$ cat src/rtl/fetch_sequencer_pkg.sv
// rtl/fetch_sequencer_pkg.sv - shared state encodings and opcode constants for the fetch sequencer
package fetch_pkg;

  typedef enum logic [2:0] {
    ST_INIT = 3'd0,
    ST_RUN  = 3'd1,
    ST_HALT = 3'd2,
    ST_STEP = 3'd3
  } state_t;

  localparam logic [31:0] HALT_WORD_DEFAULT = 32'h0000_000D;

endpackage

$ cat src/rtl/fetch_sequencer_if.sv
// rtl/fetch_sequencer_if.sv - decoder/fetch-unit side signals of the fetch sequencer
interface fetch_sequencer_if #(
  parameter int CNT_W = 32
);

  logic [31:0]      instruction;
  logic             branch;
  logic             zero;
  logic             run_req;
  logic             halt_req;
  logic             step_req;
  logic             pc_en;
  logic             pc_init;
  logic             npc_sel;
  logic             halted;
  logic [2:0]       state;
  logic [CNT_W-1:0] retired;

  modport master (
    output instruction, branch, zero, run_req, halt_req, step_req,
    input  pc_en, pc_init, npc_sel, halted, state, retired
  );

  modport slave (
    input  instruction, branch, zero, run_req, halt_req, step_req,
    output pc_en, pc_init, npc_sel, halted, state, retired
  );

endinterface

$ cat src/rtl/fetch_sequencer_edge_detect.sv
// rtl/fetch_sequencer_edge_detect.sv - single-bit rising-edge detector
module edge_detect (
  input  logic clk,
  input  logic rst,
  input  logic i_d,
  output logic o_pulse
);

  logic r_d;

  always_ff @(posedge clk or posedge rst) begin
    if (rst) begin
      r_d <= 1'b0;
    end else begin
      r_d <= i_d;
    end
  end

  assign o_pulse = i_d & ~r_d;

endmodule

$ cat src/rtl/fetch_sequencer.sv
// rtl/fetch_sequencer.sv - fetch control FSM: reset-vector hold, run/halt/step, retired count
module fetch_sequencer
  import fetch_pkg::*;
#(
  parameter int          RESET_HOLD_CYCLES = 2,
  parameter bit          AUTO_RUN          = 1'b1,
  parameter logic [31:0] HALT_WORD         = HALT_WORD_DEFAULT,
  parameter int          CNT_W             = 32
) (
  input  logic              clk,
  input  logic              start_up,
  fetch_sequencer_if.slave  bus
);

  localparam int HOLD_W = (RESET_HOLD_CYCLES > 1) ? $clog2(RESET_HOLD_CYCLES) : 1;
  localparam logic [HOLD_W-1:0] HOLD_LAST = HOLD_W'(RESET_HOLD_CYCLES - 1);

  state_t             r_state;
  logic [HOLD_W-1:0]  r_hold_cnt;
  logic [CNT_W-1:0]   r_retired;
  logic               w_is_halt;
  logic               w_step_pulse;
  logic               w_pc_en;

  edge_detect u_step_edge (
    .clk     (clk),
    .rst     (start_up),
    .i_d     (bus.step_req),
    .o_pulse (w_step_pulse)
  );

  assign w_is_halt = (bus.instruction == HALT_WORD);

  // PC update is gated in the same cycle so a halt never lets one extra fetch slip through
  always_comb begin
    w_pc_en = 1'b0;
    case (r_state)
      ST_RUN:  w_pc_en = ~w_is_halt & ~bus.halt_req;
      ST_STEP: w_pc_en = ~w_is_halt;
      default: w_pc_en = 1'b0;
    endcase
  end

  assign bus.pc_en   = w_pc_en;
  assign bus.pc_init = (r_state == ST_INIT);
  assign bus.halted  = (r_state == ST_HALT);
  assign bus.npc_sel = w_pc_en & bus.branch & bus.zero;
  assign bus.state   = r_state;
  assign bus.retired = r_retired;

  always_ff @(posedge clk or posedge start_up) begin
    if (start_up) begin
      r_state    <= ST_INIT;
      r_hold_cnt <= '0;
    end else begin
      case (r_state)
        ST_INIT: begin
          if (r_hold_cnt == HOLD_LAST) begin
            r_hold_cnt <= '0;
            r_state    <= AUTO_RUN ? ST_RUN : ST_HALT;
          end else begin
            r_hold_cnt <= r_hold_cnt + HOLD_W'(1);
          end
        end
        ST_RUN: begin
          if (w_is_halt || bus.halt_req) begin
            r_state <= ST_HALT;
          end
        end
        ST_HALT: begin
          if (bus.run_req && !bus.halt_req) begin
            r_state <= ST_RUN;
          end else if (w_step_pulse) begin
            r_state <= ST_STEP;
          end
        end
        ST_STEP: r_state <= ST_HALT;
        default: r_state <= ST_HALT;
      endcase
    end
  end

  // Saturating so a long free run never wraps back to a small count
  always_ff @(posedge clk or posedge start_up) begin
    if (start_up) begin
      r_retired <= '0;
    end else if (w_pc_en && (r_retired != {CNT_W{1'b1}})) begin
      r_retired <= r_retired + CNT_W'(1);
    end
  end

endmodule

$ cat src/flat_wrapper.sv
// flat-port wrapper written by rule: the top's interface ports become plain ports
module fetch_sequencer_flat import fetch_pkg::*;
#(
  parameter int          RESET_HOLD_CYCLES = 2,
  parameter bit          AUTO_RUN          = 1'b1,
  parameter logic [31:0] HALT_WORD         = HALT_WORD_DEFAULT,
  parameter int          CNT_W             = 32
)
  (clk, start_up, bus_instruction, bus_branch, bus_zero, bus_run_req, bus_halt_req, bus_step_req, bus_pc_en, bus_pc_init, bus_npc_sel, bus_halted, bus_state, bus_retired);
  fetch_sequencer_if #(.CNT_W(CNT_W)) bus_i ();
  input  logic clk;
  input  logic start_up;
  input wire logic [$bits(bus_i.instruction)-1:0] bus_instruction;
  input wire logic [$bits(bus_i.branch)-1:0] bus_branch;
  input wire logic [$bits(bus_i.zero)-1:0] bus_zero;
  input wire logic [$bits(bus_i.run_req)-1:0] bus_run_req;
  input wire logic [$bits(bus_i.halt_req)-1:0] bus_halt_req;
  input wire logic [$bits(bus_i.step_req)-1:0] bus_step_req;
  output wire logic [$bits(bus_i.pc_en)-1:0] bus_pc_en;
  output wire logic [$bits(bus_i.pc_init)-1:0] bus_pc_init;
  output wire logic [$bits(bus_i.npc_sel)-1:0] bus_npc_sel;
  output wire logic [$bits(bus_i.halted)-1:0] bus_halted;
  output wire logic [$bits(bus_i.state)-1:0] bus_state;
  output wire logic [$bits(bus_i.retired)-1:0] bus_retired;
  assign bus_i.instruction = bus_instruction;
  assign bus_i.branch = bus_branch;
  assign bus_i.zero = bus_zero;
  assign bus_i.run_req = bus_run_req;
  assign bus_i.halt_req = bus_halt_req;
  assign bus_i.step_req = bus_step_req;
  assign bus_pc_en = bus_i.pc_en;
  assign bus_pc_init = bus_i.pc_init;
  assign bus_npc_sel = bus_i.npc_sel;
  assign bus_halted = bus_i.halted;
  assign bus_state = bus_i.state;
  assign bus_retired = bus_i.retired;
  fetch_sequencer #(.RESET_HOLD_CYCLES(RESET_HOLD_CYCLES), .AUTO_RUN(AUTO_RUN), .HALT_WORD(HALT_WORD), .CNT_W(CNT_W)) u_core (.clk(clk), .start_up(start_up), .bus(bus_i));
endmodule
$ cat config.mk
export PLATFORM = sky130hd
export DESIGN_NAME = fetch_sequencer_flat
export DESIGN_NICKNAME = d
export VERILOG_FILES = /design/src/rtl/fetch_sequencer_pkg.sv /design/src/rtl/fetch_sequencer_if.sv /design/src/rtl/fetch_sequencer_edge_detect.sv /design/src/rtl/fetch_sequencer.sv /design/src/flat_wrapper.sv
export SDC_FILE = /design/constraint.sdc
export NUM_CORES = 1
export LEC_CHECK = 0
export BUFFER_PORTS_ARGS = -buffer_cell sky130_fd_sc_hd__buf_4
export CAP_MARGIN = 25
export CORE_MARGIN = 10
export CORE_UTILIZATION = 53
export DETAILED_ROUTE_END_ITERATION = 8
export GPL_TIMING_DRIVEN = 0
export PLACE_DENSITY = 0.92
export SETUP_SLACK_MARGIN = 0.3
export SYNTH_ARGS = -nofsm -noshare
export SYNTH_HDL_FRONTEND = slang
export SYNTH_SLANG_ARGS = --single-unit
$ cat constraint.sdc
create_clock -name clk -period 4.41 [get_ports clk]
set_clock_uncertainty 0.2 [all_clocks]
set_input_delay 0.882 -clock clk [delete_from_list [all_inputs] [get_ports clk]]
set_output_delay 0.882 -clock clk [all_outputs]
set_load 0.1 [all_outputs]
* After elaboration in Yosys (flattened, before gate mapping)
Index checks and enable logic that the tools add are counted.
** Operators by class
- Mux-type cells :: 7
- Add/sub/neg operators :: 2
- Equal/unequal tests :: 8
- Bitwise operators :: 7
- Reduce and logical (&&, ||, !) cells :: 6
** Operator list (count)
- $add 32x1->32 const B :: 1
- $eq 32x4->1 const B :: 1
- $ne 32x32->1 const B :: 1
- $mux 3 :: 4
- $pmux 3 s3 :: 1
- $eq 3x2->1 const B :: 2
- $and 1x1->1 :: 4
- $ne 2x1->1 const B :: 2
- $eq 3x1->1 const B :: 1
- $logic_not 3->1 :: 1
- $ne 3x1->1 const B :: 1
- $not 1->1 :: 3
- $reduce_and 3->1 :: 1
- $logic_and 1x1->1 :: 2
- $pmux 1 s2 :: 1
- $add 1x1->1 const B :: 1
- $logic_not 1->1 :: 1
- $logic_or 1x1->1 :: 1
- $mux 1 :: 1
** Word-level totals
- Logic and storage cells :: 34
- Bits of input ports :: 39
- Bits in registers :: 37

* Logic depth before layout (Yosys ltp)
- Depth in word-level cells :: 6
- Gate-level depth with buffers :: 8
- Depth with buffers taken out :: 6

* Hierarchy
From an unflattened synthesis, not the netlist that was laid out.
** Unflattened totals
- Cell total of the unflattened synthesis :: 177
- Area, all modules :: 1844.3 um2
** By module, submodules not included
- fetch_sequencer :: area an instance 1801.7 um2, seq. area each 875.8 um2, instances 1, cells each 174
- edge_detect :: area an instance 42.5 um2, seq. area each 25.0 um2, instances 1, cells each 3

* Worst setup path before layout
Ideal clock, no wire load.
- Path type :: input-to-output
- From :: input bus_instruction[0]
- To :: output bus_npc_sel
- Required time :: 3.328 ns
- Cell stages on the path :: 6
- Path buffers :: 1
- Data arrival time :: 2.634 ns
- Path slack :: 0.694 ns
- Cell sequence :: and4b_1 -> nand4_1 -> o221ai_4 -> inv_2 -> buf_6 -> and3_1
** Between the ends
- Longest elaborated chain between the ends :: 6
** Ends and longest elaborated chain
- from (decl) :: RTL line flat_wrapper.sv:13 : input wire logic [$bits(bus_i.instruction)-1:0] bus_instruction;
- $eq 32x4->1 * :: RTL line fetch_sequencer.sv:32 : assign w_is_halt = (bus.instruction == HALT_WORD);
- $not 1->1 * :: RTL line fetch_sequencer.sv:38, fetch_sequencer.sv:39
- $and 1x1->1 :: RTL line fetch_sequencer.sv:38 : ST_RUN: w_pc_en = ~w_is_halt & ~bus.halt_req;
- $pmux 1 s2 * :: RTL line fetch_sequencer.sv:37 : case (r_state)
- via bus_pc_en :: RTL line flat_wrapper.sv:19 : output wire logic [$bits(bus_i.pc_en)-1:0] bus_pc_en;
- $and 1x1->1 * (2 in series) :: RTL line fetch_sequencer.sv:47 : assign bus.npc_sel = w_pc_en & bus.branch & bus.zero;
- to (decl) :: RTL line flat_wrapper.sv:21 : output wire logic [$bits(bus_i.npc_sel)-1:0] bus_npc_sel;
The timed path passes the listed nets; every way through them passes the cells marked *.

* Final worst setup path
- From :: input bus_instruction[16]
- To :: output bus_npc_sel
** Between the ends
- Longest elaborated chain between the ends :: 6
** Ends and longest elaborated chain (RTL line)
- $eq 32x4->1 * :: fetch_sequencer.sv:32
- $not 1->1 * :: fetch_sequencer.sv:38, fetch_sequencer.sv:39
- $and 1x1->1 :: fetch_sequencer.sv:38
- $pmux 1 s2 * :: fetch_sequencer.sv:37
- $and 1x1->1 * (2 in series) :: fetch_sequencer.sv:47
Every way passes the cells marked *; elsewhere a longest branch is shown, timed or not.

==> results <==
- The run finished with clean final reports.
- The final routed wire length divided by cell count is 17.9 microns.
- The time the final worst path needs with I/O delays and setup is 3.75 ns.
- The via density per instance is 5.66.
- The row count is 22.
- TritonCTS built the clock tree.
- The via count of the first global-routing pass is between 1.5k and 2k.
- The die width is 82.0 microns.
- The area growth from synthesis to layout is 37.5%.
- After floorplanning, the core was sized to cover between 3000 and 4000 sq um.
- Across the run, the number of max-cap violations was 0.
- Summed over all layers, the global routing overflow is 0.
- The post-synthesis average cell area is 10.8 sq um.
- The overall power after layout is 0.00142 W.
- Buffers inserted to repair hold after CTS numbered 0.
- Global routing used 17.8% of the available tracks across all layers.
- The post-synthesis instance area is 2040 sq um.
- The arrival time at the worst endpoint is roughly 2.7 ns.
- The number of nets in the synthesized netlist is about 230.
- The overall routed net length is approximately 5800 microns.
- The proportion of synthesized chip area in sequential cells is 44.2%.
- After synthesis, the share of flip-flops with an asynchronous set or reset is 100%.
- The buffer count from post-CTS setup fixing is 0.
- Power spread over the standard cell area amounts to 506 nW/um^2.
- The detailed-placement wirelength estimate is around 4500 microns.
- The number of setup violations in the final report is 0.
- The maximum number of pins on one net before global-route repair is 20.
- The count of vias placed by the detailed router is 1823.
- The worst-margin pin slew is 0.752 ns.
- In this run, the number of DRC markers left after iteration 0 of detailed routing was 117.
- The flop and latch count out of synthesis is 36.
- For this configuration, the core starts out at a cell density of 55.3%.
- In this run the remaining antenna-violating nets after routing total 0.
- The final RePlAce weighted congestion is 0.875.
- 0 antenna diodes ended up in the layout.
- The final hold violation count was 0.
- Yosys mapped a number of flops with a built-in enable equal to 0.
- Buffers placed on the I/O ports in this run total 76.
- The residual DRC count is 0.
- The max-slew violation total from the final report came to 0.
- The maximum clock frequency is ~0.27 GHz.
- The maximum ir drop on the vdd rail is 0.667 mV.
- Clock tree synthesis found a total of 36 sinks.
- The later pin in the worst-skew pair is clocked with a latency of about 0.29 ns.
- Counting the buffers created by CTS gives 5.
- The final critical-path share of the clock period is a little under nine tenths.
- The number of H-tree branching levels is 2.
- In this run the worst hold path is classified as reg2reg.
- The tightest slew margin relative to the limit is 49.8%.
- Setup repair after global routing left no endpoint under its margin.
- The setup path with the least slack is of type in2out.
- Clock-pin slew was measured on the worst setup and hold paths at 0.07 ns.
- STA classifies the critical path startpoint as a primary input.
- The count of synthesis-stage warnings from yosys is 0.
- The leakage dissipation is 1.34 nW.
- The initial antenna violation count is 0.
- Synthesis produced a netlist whose cell count is 189.
- The height of the die is 82.0 microns.
- The first TritonRoute pass finished after 4 iterations.
- The fraction of final layout cells with drive strength greater than 1 is 40.1%.
- The number of gates resized after cts is 0.
- Summed over all failing endpoints, the final setup total negative slack is 0 ns.
- The clock tree root buffer cell is clkbuf_8.
- The wire length of the first global-routing pass is 9370 microns.
- Among all flip-flop cells after synthesis, the most frequent one is dfrtp_1.
- The number of nets in the finished design is 313.
- The data required time at the worst endpoint is ~3.3 ns.
- Of all nets on the critical path, the largest fanout is 10.
- In this run the count of I/O pins placed on the die edge is between 70 and 80.
- The area of the die is 6730 sq um.
- No sink is reached through more buffers than the 2 on the longest clock path.
- The distinct cell type count of the synthesized netlist is 38.
- The kind of end point of the critical path is a primary output.
worst max-delay path: stages:
cell      delay [ns]
buf_4           0.11
nor4_1          0.32
nand4_1         0.25
o221ai_4        0.38
inv_2           0.15
buf_6           0.18
and3_1          0.18
buf_4           0.23
state kept, by name, indices dropped and copies added, names as in the netlist:
name,flops
u_core.bus.retired,32
u_core.bus.state,2
u_core.r_hold_cnt,1
u_core.u_step_edge.r_d,1
cell families after synthesis:
family / share of synthesized area [%]
multiplexers: 0.552
flip-flops: 44.2
other: 0.184
XOR/XNOR: 14.1
adder cells (fa/ha/maj): 0.613
AO/OA/AOI/OAI: 2.64
AND/OR/NAND/NOR: 33.3
buffers and inverters: 4.42
placed cells by master, fill, tap and decap left out, drive strengths merged, types with 7 or more instances in the layout:
| master | count |
|---|---|
| nand3 | 17 |
| nor4 | 21 |
| nor3 | 7 |
| nor2 | 7 |
| buf | 84 |
| nand2 | 10 |
| nand4 | 20 |
| xnor2 | 16 |
| dfrtp | 36 |
| and3 | 8 |
| xor2 | 16 |
path summary, 6_finish.rpt:
path / slack (ns) / start / cells after the start / to
max in group asynchronous: 2.94 / start_up / 3 / u_core.bus.retired[16]
min reg2reg: 0.30 / u_core.r_hold_cnt / 1 / u_core.r_hold_cnt
min: 0.30 / u_core.r_hold_cnt / 1 / u_core.r_hold_cnt
min in group asynchronous: 0.53 / start_up / 2 / u_core.bus.retired[1]
max: 0.66 / bus_instruction[16] / 8 / bus_npc_sel
max reg2reg: 2.00 / u_core.bus.retired[0] / 8 / u_core.bus.retired[24]
layout make-up:
cell class	instances	area (sq um)
well taps	48	60.1
inverters	5	18.8
multi-input cells	141	1050
plain buffers	7	71.3
flip-flops and latches	36	901
repair buffers	77	598
fillers	278	883
clock inverters	2	35.0
clock buffers	6	72.6
power by group:
group	leakage [nW]	total, W	internal [W]	switching [W]
clock network	0.0552	0.000280	0.000168	0.000112
registers	0.485	0.000439	0.000373	0.0000659
logic	0.800	0.000700	0.000166	0.000533
total	1.34	0.00142	0.000707	0.000712
per-stage QoR:
step                      hold slack (ns)  instance area (sq um)  setup slack (ns)  cells  utilization [%]
after floorplan                     0.242                   2040             0.694    189                -
after global placement              0.263                   2670             0.698    313             72.4
after detailed placement            0.292                   2700             0.684    314             73.1
after CTS                           0.301                   2810             0.684    322             76.1
after global routing                0.315                   2810             0.552    322             76.1
final                               0.300                   2810             0.656    322             76.1
cell usage after synthesis (2+ instances only):
cell type | n | area [sq um]
nor2_1 | 7 | 26.3
buf_6 | 3 | 33.8
and4_1 | 2 | 17.5
xor2_1 | 16 | 140
and3_1 | 7 | 43.8
dfrtp_1 | 36 | 901
nand4_1 | 19 | 119
o21ai_0 | 3 | 15.0
inv_1 | 4 | 15.0
nor4_1 | 16 | 100
nand3_1 | 17 | 85.1
xnor2_1 | 15 | 131
buf_2 | 2 | 10.0
nor3_2 | 6 | 60.1
nand2_1 | 10 | 37.5
nor4_4 | 4 | 85.1
routing by layer:
layer	routed length [microns]	part of all wire [%]	track usage (%)	up-vias
met1	2210	38	20.7	875
met2	3080	53	30.3	63
met4	121	2.1	6.29	0
li1	-	-	-	870
met5	0	0	0	-
met3	353	6.1	5.24	15
No activity file was read; power rests on OpenSTA's default activity.
